[src/rtl/fetch_unit.sv]
// rtl/fetch_unit.sv - PC register, instruction ROM request, skid buffer and F/D latch
// Optional FETCH_STATS_EN adds fetch/flush/stall counters.
module fetch_unit #(
  parameter logic [31:0] RESET_PC       = 32'h0000_0000,
  parameter int          IMEM_ADDR_BITS = 12
) (
  input  logic                      clock,
  input  logic                      reset,
  input  logic                      stall,
  input  logic                      redirect_valid,
  input  logic [31:0]               redirect_pc,
  output logic [IMEM_ADDR_BITS-1:0] imem_addr,
  input  logic [31:0]               imem_data,
  output logic [31:0]               FD_pc,
  output logic [31:0]               FD_instruction,
  output logic                      FD_valid,
  output logic                      DX_kill
`ifdef FETCH_STATS_EN
  ,
  output logic [31:0]               stat_fetched,
  output logic [31:0]               stat_flushes,
  output logic [31:0]               stat_stall_cycles
`endif
);

  logic [31:0] pc_q, pc_d;
  logic [31:0] req_pc_q, req_pc_d;
  logic        req_valid_q, req_valid_d;
  logic        skid_valid_q, skid_valid_d;
  logic [31:0] skid_pc_q, skid_pc_d;
  logic [31:0] skid_instr_q, skid_instr_d;
  logic        fd_valid_q, fd_valid_d;
  logic [31:0] fd_pc_q, fd_pc_d;
  logic [31:0] fd_instr_q, fd_instr_d;

  logic        front_valid;
  logic [31:0] front_pc;
  logic [31:0] front_instr;

  // The skid buffer, when full, is older than whatever the ROM shows now.
  always_comb begin
    front_valid = skid_valid_q | req_valid_q;
    front_pc    = skid_valid_q ? skid_pc_q : req_pc_q;
    front_instr = skid_valid_q ? skid_instr_q : imem_data;
  end

  always_comb begin
    pc_d         = pc_q;
    req_pc_d     = req_pc_q;
    req_valid_d  = req_valid_q;
    skid_valid_d = skid_valid_q;
    skid_pc_d    = skid_pc_q;
    skid_instr_d = skid_instr_q;
    fd_valid_d   = fd_valid_q;
    fd_pc_d      = fd_pc_q;
    fd_instr_d   = fd_instr_q;

    if (redirect_valid) begin
      pc_d         = redirect_pc;
      req_valid_d  = 1'b0;
      skid_valid_d = 1'b0;
      fd_valid_d   = 1'b0;
      fd_pc_d      = 32'h0;
      fd_instr_d   = 32'h0;
    end else if (stall) begin
      // Park the in-flight read; the repeated read of pc_q is discarded.
      if (!skid_valid_q && req_valid_q) begin
        skid_valid_d = 1'b1;
        skid_pc_d    = req_pc_q;
        skid_instr_d = imem_data;
      end
      req_valid_d = 1'b0;
    end else begin
      fd_valid_d   = front_valid;
      fd_pc_d      = front_valid ? front_pc : 32'h0;
      fd_instr_d   = front_valid ? front_instr : 32'h0;
      skid_valid_d = 1'b0;
      req_pc_d     = pc_q;
      req_valid_d  = 1'b1;
      pc_d         = pc_q + 32'd1;
    end
  end

  always_ff @(posedge clock) begin
    if (reset) begin
      pc_q         <= RESET_PC;
      req_pc_q     <= 32'h0;
      req_valid_q  <= 1'b0;
      skid_valid_q <= 1'b0;
      skid_pc_q    <= 32'h0;
      skid_instr_q <= 32'h0;
      fd_valid_q   <= 1'b0;
      fd_pc_q      <= 32'h0;
      fd_instr_q   <= 32'h0;
    end else begin
      pc_q         <= pc_d;
      req_pc_q     <= req_pc_d;
      req_valid_q  <= req_valid_d;
      skid_valid_q <= skid_valid_d;
      skid_pc_q    <= skid_pc_d;
      skid_instr_q <= skid_instr_d;
      fd_valid_q   <= fd_valid_d;
      fd_pc_q      <= fd_pc_d;
      fd_instr_q   <= fd_instr_d;
    end
  end

  assign imem_addr      = pc_q[IMEM_ADDR_BITS-1:0];
  assign FD_pc          = fd_pc_q;
  assign FD_instruction = fd_instr_q;
  assign FD_valid       = fd_valid_q;
  assign DX_kill        = redirect_valid;

`ifdef FETCH_STATS_EN
  logic [31:0] stat_fetched_q;
  logic [31:0] stat_flushes_q;
  logic [31:0] stat_stall_q;

  always_ff @(posedge clock) begin
    if (reset) begin
      stat_fetched_q <= 32'h0;
      stat_flushes_q <= 32'h0;
      stat_stall_q   <= 32'h0;
    end else if (redirect_valid) begin
      stat_flushes_q <= stat_flushes_q + 32'd1;
    end else if (stall) begin
      stat_stall_q <= stat_stall_q + 32'd1;
    end else if (front_valid) begin
      stat_fetched_q <= stat_fetched_q + 32'd1;
    end
  end

  assign stat_fetched      = stat_fetched_q;
  assign stat_flushes      = stat_flushes_q;
  assign stat_stall_cycles = stat_stall_q;
`endif

endmodule
[config.mk]
export PLATFORM = sky130hd
export DESIGN_NAME = fetch_unit
export DESIGN_NICKNAME = d
export VERILOG_FILES = /design/src/rtl/fetch_unit.sv
export SDC_FILE = /design/constraint.sdc
export NUM_CORES = 1
export LEC_CHECK = 0
export ABC_AREA = 1
export ABC_CLOCK_PERIOD_IN_PS = 1450
export BUFFER_PORTS_ARGS = -buffer_cell sky130_fd_sc_hd__clkbuf_2
export CAP_MARGIN = 20
export CORE_UTILIZATION = 35
export DETAILED_ROUTE_END_ITERATION = 16
export SYNTH_ARGS = -nofsm -noshare
export SYNTH_HDL_FRONTEND = slang
export SYNTH_SLANG_ARGS = --single-unit
[constraint.sdc]
create_clock -name clock -period 1.45 [get_ports clock]
set_input_delay 0.0725 -clock clock [delete_from_list [all_inputs] [get_ports clock]]
set_output_delay 0.0725 -clock clock [all_outputs]
set_load 0.005 [all_outputs]
==> results.json <==
{
  "status": "finished, final reports clean",
  "grt_usage": 0.204,
  "core_um2": 23800,
  "antennaDiodeCount": 0,
  "firstDrtPassIters": 5,
  "hpwl_um": 16500,
  "syn-instance-count": 1182,
  "syn_area_per_cell_um2": 7.24,
  "p_leak_nw": 4.59,
  "instances_no_fill": 1696,
  "cts_buffers": 17,
  "drt_wl_total_um": 25400,
  "crit_slowest_cell": "dfxtp_2",
  "p_per_area_nw_per_um2": 1080,
  "clock-sinks": 195,
  "cts_tree": "done",
  "synth.most_common_cell": "nand2_1",
  "rows": 56,
  "dpl_cell_area_um2": 9760,
  "cp_max_fo": 5,
  "syn_nets": 1251,
  "synthTopCellsByCount": "nand2_1, dfxtp_1, nor2_1",
  "clockBufferDepth": 2,
  "final_core_util": 0.463,
  "synth_cell_type_count": 38,
  "timing.final.hold_violations": 0,
  "finalCriticalPeriod_ps": 1430,
  "grt_start_max_net_pins": 66,
  "synth_top_area_share": 0.456,
  "async_flop_share": 0,
  "first_iter_violations": 498,
  "grt_remaining_overflow": 0,
  "seqCellArea_um2": 3920,
  "die_y_um": 158,
  "grt_pass1_wl_um": 40100,
  "fillCellCount": 2374,
  "h-tree-depth": 4,
  "yosys_register_bits": 195,
  "grt_setup_unrepaired": "true",
  "synth-edff-count": 0,
  "vias": 8386,
  "drc_errors": 0,
  "viasPerCell": 4.94,
  "cp.arrival_ps": 1770,
  "path_delay_family": "simple AND/OR/NAND/NOR gates",
  "wl_per_cell_um": 15.0,
  "hold_class": "input port to register",
  "cap_violations": 0,
  "portBuffers": 145,
  "area.growth.synth_to_final_pct": 28.5,
  "yosys_warnings": 0,
  "cp_cell_sequence": "ha_4 > nand2_4 > nor2_4 > nand2_4 > nor2_8 > nand3_1 > nand2_1 > nand3b_1 > nand2_1 > inv_1",
  "clock_skew_ps": 10.8,
  "worstPathRequired_ps": 1790,
  "fin_crit_sh": 0.990,
  "final_antenna_net_count": 0,
  "fin_nets": 1433,
  "power.total_mw": 11.8,
  "synth_area_um2": 8560,
  "insertion_delay_ps": 440,
  "clock.fmax_ghz": 0.697,
  "die_w_um": 158,
  "grt_pass1_vias": 7876,
  "place_inst": 1613,
  "clk_pin_slew_ps": 80,
  "final_max_slew_viol_count": 0,
  "synth_top_area_cell": "dfxtp_1",
  "layout-drive-gt1-share": 0.219,
  "start_kind": "register",
  "ys_seq_area_frac": 0.456,
  "crit_type": "register to register",
  "root_buffer": "clkbuf_16",
  "endpoint_kind": "register",
  "multi_input_area_um2": 4020,
  "initial_core_util": 0.360,
  "ioPinCount": 146,
  "antenna_found_initial": 0,
  "tightest_slew_ps": 631,
  "ys.flop_type": "dfxtp_1",
  "gp_congestion": 0.888,
  "relSlewSlack": 0.579,
  "design_area_um2": 11000,
  "cp.buffers_inverters": 1,
  "cpPeakStageDelay_ps": 360,
  "die-area_um2": 25100,
  "ir_drop_uv": 768,
  "finalSetupViolCount": 0,
  "yosys-top-cells-area": "dfxtp_1, nand2_1, a21oi_1, nor2_1, o21ai_0"
}
==> final timing paths <==
path                            depth (start not counted)        startpoint  slack, ps               end
worst max-delay path                                   10           pc_q[0]         20          pc_q[24]
worst min-delay path                                    6   redirect_pc[24]         20          pc_q[24]
worst max register to register                         10           pc_q[0]         20          pc_q[24]
worst min register to register                          2  skid_instr_q[25]        470  skid_instr_q[25]
==> sequential cells by signal (all words and copies together), names as in the netlist <==
name	flops
req_pc_q	32
skid_pc_q	32
skid_valid_q	1
pc_q	32
skid_instr_q	32
FD_instruction	32
FD_pc	32
req_valid_q	1
FD_valid	1
==> area by class of cell <==
type / instances / area share
well taps: 319 / 0.0363
clock buffers: 17 / 0.0387
multi-input cells: 827 / 0.365
inverters: 71 / 0.0249
flip-flops and latches: 195 / 0.356
clock inverters: 15 / 0.0175
repair buffers: 252 / 0.161
==> through the flow <==
| step | setup WS (ps) | setup TNS, ps | hold slack, ps |
|---|---|---|---|
| 4_1_cts | -29.4 | -103 | 0.381 |
| 2_1_floorplan | 2.70 | 0 | 213 |
| 3_5_place_dp | -29.0 | -67.1 | 322 |
| 3_3_place_gp | 9.95 | 0 | 322 |
| 5_1_grt | -101 | -967 | 39.7 |
| 6_report | 15.2 | 0 | 21.9 |
==> timing repair <==
| item | CTS | global route |
|---|---|---|
| cloned | 1 | 1 |
| pin swaps | 8 | 7 |
| setup endpoints to repair | 8 | 23 |
| resized for setup | 8 | 26 |
| hold buffers | 45 | 0 |
| setup buffers | 2 | 2 |
| endpoints found under the hold margin | 77 | 0 |
==> logic make-up (layout without fill, tap and decap cells) <==
| family | after synthesis | after routing | share of synthesized area |
|---|---|---|---|
| compound gates | 320 | 320 | 0.194 |
| fa+ha+maj | 1 | 1 | 0.00146 |
| buf+inv | 162 | 355 | 0.0905 |
| flops | 195 | 195 | 0.456 |
| simple gates | 504 | 506 | 0.258 |
==> report_power, final <==
part	internal, mW	switching, mW
registers	5.55	0.140
clock network	2.63	2.28
logic	0.529	0.701
total	8.70	3.12
==> tightest hold or removal path, stage by stage <==
cell and delay [ps]:
clkbuf_2 70, nand2_1 40, o21ai_0 50, nand3b_1 110, nand2_1 50, inv_1 40
==> layer usage <==
metal  GRT usage  vias up  wire length (µm)
met3      0.0373       29              1060
li1            -     4237                 -
met4      0.0687        0               444
met1       0.262     3923             12000
met5           0        -                 0
met2       0.343      197             11900
==> cells in the final DEF, fill, tap and decap left out, types with 36 or more instances in the layout <==
cell type,netlist,routed
nand2_1,211,209
nand3_1,38,36
o21ai_0,134,132
clkbuf_2,0,145
inv_1,67,65
buf_4,21,51
dfxtp_1,195,186
dlygate4sd3_1,0,45
a21oi_1,149,149
nor2_1,190,182
No activity file was read; power rests on OpenSTA's default activity.
